`src/rtl/i2s_transmit_24.sv`:
```
`timescale 1ns/1ps
`default_nettype none
// ============================================================================
// Module   : i2s_transmit_24
// Purpose  : Philips I2S transmitter; serializes buffered stereo pairs onto sd_o
//            following an externally generated sck/ws.
// Revision : 1.0 - initial release
// ============================================================================
module i2s_transmit_24 #(
  parameter int DATA_WIDTH = 24,
  parameter int SLOT_WIDTH = 32
) (
  input  logic                  clk,
  input  logic                  resetb,
  input  logic                  sck_i,
  input  logic                  ws_i,
  input  logic [DATA_WIDTH-1:0] left_i,
  input  logic [DATA_WIDTH-1:0] right_i,
  input  logic                  valid_i,
  output logic                  ready_o,
  output logic                  sd_o,
  output logic                  underflow_o,
  output logic                  active_o
);

  localparam int c_pad_bits = SLOT_WIDTH - DATA_WIDTH;

  typedef enum logic [0:0] {
    SYNC = 1'b0,
    RUN  = 1'b1
  } state_t;

  state_t                r_state;
  state_t                w_state_nxt;
  logic                  r_sck_q;
  logic                  r_ws_q;
  logic [SLOT_WIDTH-1:0] r_shreg;
  logic [SLOT_WIDTH-1:0] w_shreg_nxt;
  logic [DATA_WIDTH-1:0] r_hold_left;
  logic [DATA_WIDTH-1:0] r_hold_right;
  logic [DATA_WIDTH-1:0] r_saved_right;
  logic [DATA_WIDTH-1:0] w_saved_right_nxt;
  logic                  r_hold_full;
  logic                  w_hold_full_nxt;
  logic                  w_sd_nxt;
  logic                  w_underflow_nxt;
  logic                  w_sck_fall;
  logic                  w_ws_chg;
  logic                  w_left_start;
  logic                  w_right_start;
  logic                  w_accept;

  function automatic logic [SLOT_WIDTH-1:0] f_word(input logic [DATA_WIDTH-1:0] s);
    return {s, {c_pad_bits{1'b0}}};
  endfunction

  assign w_sck_fall    = r_sck_q & ~sck_i;
  assign w_ws_chg      = w_sck_fall & (ws_i != r_ws_q);
  assign w_left_start  = w_ws_chg & ~ws_i;
  assign w_right_start = w_ws_chg & ws_i;
  assign w_accept      = valid_i & ready_o;
  assign active_o      = (r_state == RUN);

  always_comb begin
    w_state_nxt       = r_state;
    w_shreg_nxt       = r_shreg;
    w_saved_right_nxt = r_saved_right;
    w_hold_full_nxt   = r_hold_full;
    w_sd_nxt          = sd_o;
    w_underflow_nxt   = 1'b0;

    if (w_sck_fall) begin
      // The old MSB leaves before any reload, giving the one-SCK data delay after WS.
      w_sd_nxt = (r_state == RUN) ? r_shreg[SLOT_WIDTH-1] : 1'b0;
      if (r_state == RUN) begin
        w_shreg_nxt = r_shreg << 1;
      end
      if (w_left_start) begin
        w_state_nxt = RUN;
        if (r_hold_full) begin
          w_shreg_nxt       = f_word(r_hold_left);
          w_saved_right_nxt = r_hold_right;
          w_hold_full_nxt   = 1'b0;
        end else begin
          w_shreg_nxt       = '0;
          w_saved_right_nxt = '0;
          w_underflow_nxt   = 1'b1;
        end
      end else if (w_right_start && (r_state == RUN)) begin
        w_shreg_nxt = f_word(r_saved_right);
      end
    end

    // Accept needs an empty holding register, so it never collides with a consume.
    if (w_accept) begin
      w_hold_full_nxt = 1'b1;
    end
  end

  always_ff @(posedge clk or negedge resetb) begin
    if (!resetb) begin
      r_state       <= SYNC;
      r_sck_q       <= 1'b0;
      r_ws_q        <= 1'b0;
      r_shreg       <= '0;
      r_hold_left   <= '0;
      r_hold_right  <= '0;
      r_saved_right <= '0;
      r_hold_full   <= 1'b0;
      ready_o       <= 1'b1;
      sd_o          <= 1'b0;
      underflow_o   <= 1'b0;
    end else begin
      r_state       <= w_state_nxt;
      r_sck_q       <= sck_i;
      if (w_sck_fall) begin
        r_ws_q <= ws_i;
      end
      if (w_accept) begin
        r_hold_left  <= left_i;
        r_hold_right <= right_i;
      end
      r_shreg       <= w_shreg_nxt;
      r_saved_right <= w_saved_right_nxt;
      r_hold_full   <= w_hold_full_nxt;
      ready_o       <= ~w_hold_full_nxt;
      sd_o          <= w_sd_nxt;
      underflow_o   <= w_underflow_nxt;
    end
  end

endmodule
`default_nettype wire
```
`config.mk`:
```
export PLATFORM = sky130hd
export DESIGN_NAME = i2s_transmit_24
export DESIGN_NICKNAME = d
export VERILOG_FILES = /design/src/rtl/i2s_transmit_24.sv
export SDC_FILE = /design/constraint.sdc
export NUM_CORES = 1
export LEC_CHECK = 0
export BUFFER_PORTS_ARGS = -buffer_cell sky130_fd_sc_hd__buf_4
export CAP_MARGIN = 20
export CORE_UTILIZATION = 40
export CTS_CLUSTER_DIAMETER = 40
export DETAILED_ROUTE_END_ITERATION = 7
export PLACE_DENSITY = 0.69
export SYNTH_ARGS = -nofsm -noshare
export SYNTH_HDL_FRONTEND = slang
export SYNTH_SLANG_ARGS = --single-unit
```
`constraint.sdc`:
```
create_clock -name clk -period 2.3 [get_ports clk]
set_input_delay 0.23 -clock clk [delete_from_list [all_inputs] [get_ports clk]]
set_output_delay 0.23 -clock clk [all_outputs]
set_load 0.005 [all_outputs]
```
==> results.toml <==
[yosys]
synth_area_per_cell_um2 = 11.8
synth_fa_ha_area_share_pct = 0
ys_warn_count = 0
synth_compound_area_share_pct = 14.3
synth_ff_type = "dfrtp_1"
ys_types = 27
synthMuxAreaShare_pct = 11.9
synth_top_family_by_area = "compound AO/OA/AOI/OAI gates"
ys_top_cells_by_count = "dfrtp_1, nand2_1, mux2_2, nor2_1, o21ai_0"
synthTopCellsByArea = "dfrtp_1, mux2_2, nand2_1"
synth.net_count = 444
ys_ff_latch = 103
synth_top_area_share_pct = 55.2
synth-simple-area-share_pct = 13.4
async_flop_share_pct = 100
yosysMostFrequentCell = "dfrtp_1"
yosysTopAreaCell = "dfrtp_1"
syn_inst = 391
syn_area_um2 = 4630
synth-edff-count = 0
yosysSeqAreaShare_pct = 55.7
synthXorXnorAreaFrac_pct = 0

[setup_path]
startpoint = "r_ws_q"
crit_required_ns = 2.57
cp-start-kind = "flip-flop"
worstSetupEndpointType = "flip-flop"
rr_worst_depth = 3
worstSetupEndpoint = "r_shreg[15]"
worstPathArrival_ns = 2.01
reg2reg_to = "r_shreg[15]"
timing.rr.start = "r_ws_q"
cp_max_fo = 24
path_class = "reg -> reg"
reg2reg_slack_ns = 0.56

[sta]
fin_ws_ns = 0.561
maxSlewViolCount = 0
finalSetupTns_ns = 0
tightest_slew_ns = 1.06
slew-limit-headroom_pct = 29.3
min_period_ns = 1.74
post-route-period-util_pct = 75.6
setup_viol = 0
hold_viol_final = 0
skew_ns = 0.00544
fmax_ghz = 0.575
rsz0062_at_grt = "false"

[routing]
dr.pass1.iters = 5
drc = 0
drt_iter0_drc = 231
detail-route-antenna-nets = 0
dr_total_vias = 3083
wire_per_inst_um = 15.2
viasPerCell = 5.31
wirelength_um = 8860

[clock_tree]
cts_sinks = 103
cts_tree = "built"
clockBufferDepth = 2
clock_latency_ns = 0.34
path_clk_slew_ns = 0.06
numCtsBuffers = 9
postCtsSetupRepairBufs = 0
h-tree-depth = 3
cts.root.buffer_cell = "clkbuf_16"
ctsResizeCount = 0

[power]
ir_worst_vdd_uv = 575
p_per_area_nw_per_um2 = 1180
p_leak_nw = 2.34

[global_routing]
grt_usage_pct = 16.9
antenna_found_initial = 0
grt_max_degree = 52
grt_pass1_wl_um = 15300
grt_pass1_vias = 3061
gr-total-overflow = 0

[min_path]
hold_start = "sck_i"
hp-class = "in -> reg"
hold_depth = 1

[placed_design]
dp_hpwl_um = 5970
port_buffers = 56
preCtsSetupSlack_ns = 0.566
dp_cells = 564
globalplace.congestion = 0.703
placed_cell_area_um2 = 5120

[die]
initial_core_util_pct = 41.9
num_rows = 38
die_x_um = 110
dieArea_um2 = 12000
core-area_um2 = 11000
die_h_um = 110
ioPinCount = 57

[final_layout]
design_area_um2 = 5420
drive_gt1_share_pct = 34.2
syn2layout_area_growth_pct = 17.1
antenna_cells = 0
nNetsFinal = 489
instances_no_fill = 581
final_util_pct = 49.1

[flow_run]
drv_cap = 0

[status]
status = "complete, no violations"
## sequential cells by signal, indices dropped and copies added (netlist names)
signal,flops
r_saved_right,24
underflow_o,1
active_o,1
r_sck_q,1
r_shreg,24
sd_o,1
r_hold_right,24
ready_o,1
r_hold_left,24
r_hold_full,1
r_ws_q,1
## power by group
part,switching [mW],total (mW),internal (mW)
Sequential,0.583,3.27,2.68
Combinational,0.717,1.63,0.908
Clock,0.619,1.49,0.872
## placed cells by master (no fill, tap or decap), drive strengths merged
cell type    count
nand3            1
clkinv           1
nor2b            1
dfstp            1
dfrtp          102
nor3b           23
nor2            25
inv              1
clkinvlp         1
o21ai           26
nand4bb          1
nand3b           2
a2111oi         22
mux2            49
nand2b           1
and3             1
nor4             1
and2b            1
bufinv           1
and2             1
nand2           73
clkbuf          13
a221o           24
buf             67
a21boi           1
dlygate4sd3      1
## layer usage
metal	track usage [%]	up-vias	part of all wire (%)
li1	-	1496	-
met1	24.4	1505	48
met4	8.10	0	1.6
met3	3.26	13	4.6
met2	24.2	69	46
met5	0	-	0
## stage by stage
| step | power, mW | hold WS, ns |
|---|---|---|
| 2_1_floorplan | 4.38 | -0.0656 |
| 3_3_place_gp | 4.84 | 0.261 |
| 3_5_place_dp | 4.94 | 0.261 |
| 6_report | 6.38 | 0.0329 |
| 5_1_grt | 6.84 | 0.0192 |
| 4_1_cts | 6.46 | 0.0150 |
## area by class of cell
| type | count | area [um^2] |
|---|---|---|
| Fill cell | 1018 | 5610 |
| Sequential cell | 103 | 2580 |
| Clock buffer | 13 | 250 |
| Multi-Input combinational cell | 253 | 1840 |
| Inverter | 1 | 3.75 |
| Tap cell | 140 | 175 |
| Clock inverter | 3 | 42.5 |
| Timing Repair Buffer | 68 | 526 |
## cells by family after synthesis
kind of cell / count (synthesis)
AOI/OAI and AO/OA: 73
buffers and inverters: 35
DFF: 103
muxes: 49
and+or+nand+nor: 131
## worst min path at each step
stage,endpoint,slack (ns)
2_1_floorplan,active_o,-0.07
3_3_place_gp,r_hold_right[20],0.26
3_5_place_dp,r_hold_right[20],0.26
4_1_cts,r_sck_q,0.02
5_1_grt,r_sck_q,0.02
6_report,r_sck_q,0.03
## timing repair
| item | CTS | global route |
|---|---|---|
| hold endpoints to repair | 42 | 0 |
| hold buffers | 1 | 0 |
| endpoints found under the setup margin | 0 | 0 |
## worst max-delay path, stage by stage, from the launching register on
cell     delay (ns)
dfrtp_2        0.40
nor2b_2        0.16
o21ai_2        0.81
a221o_1        0.30
(Power assumes the default switching activity.)
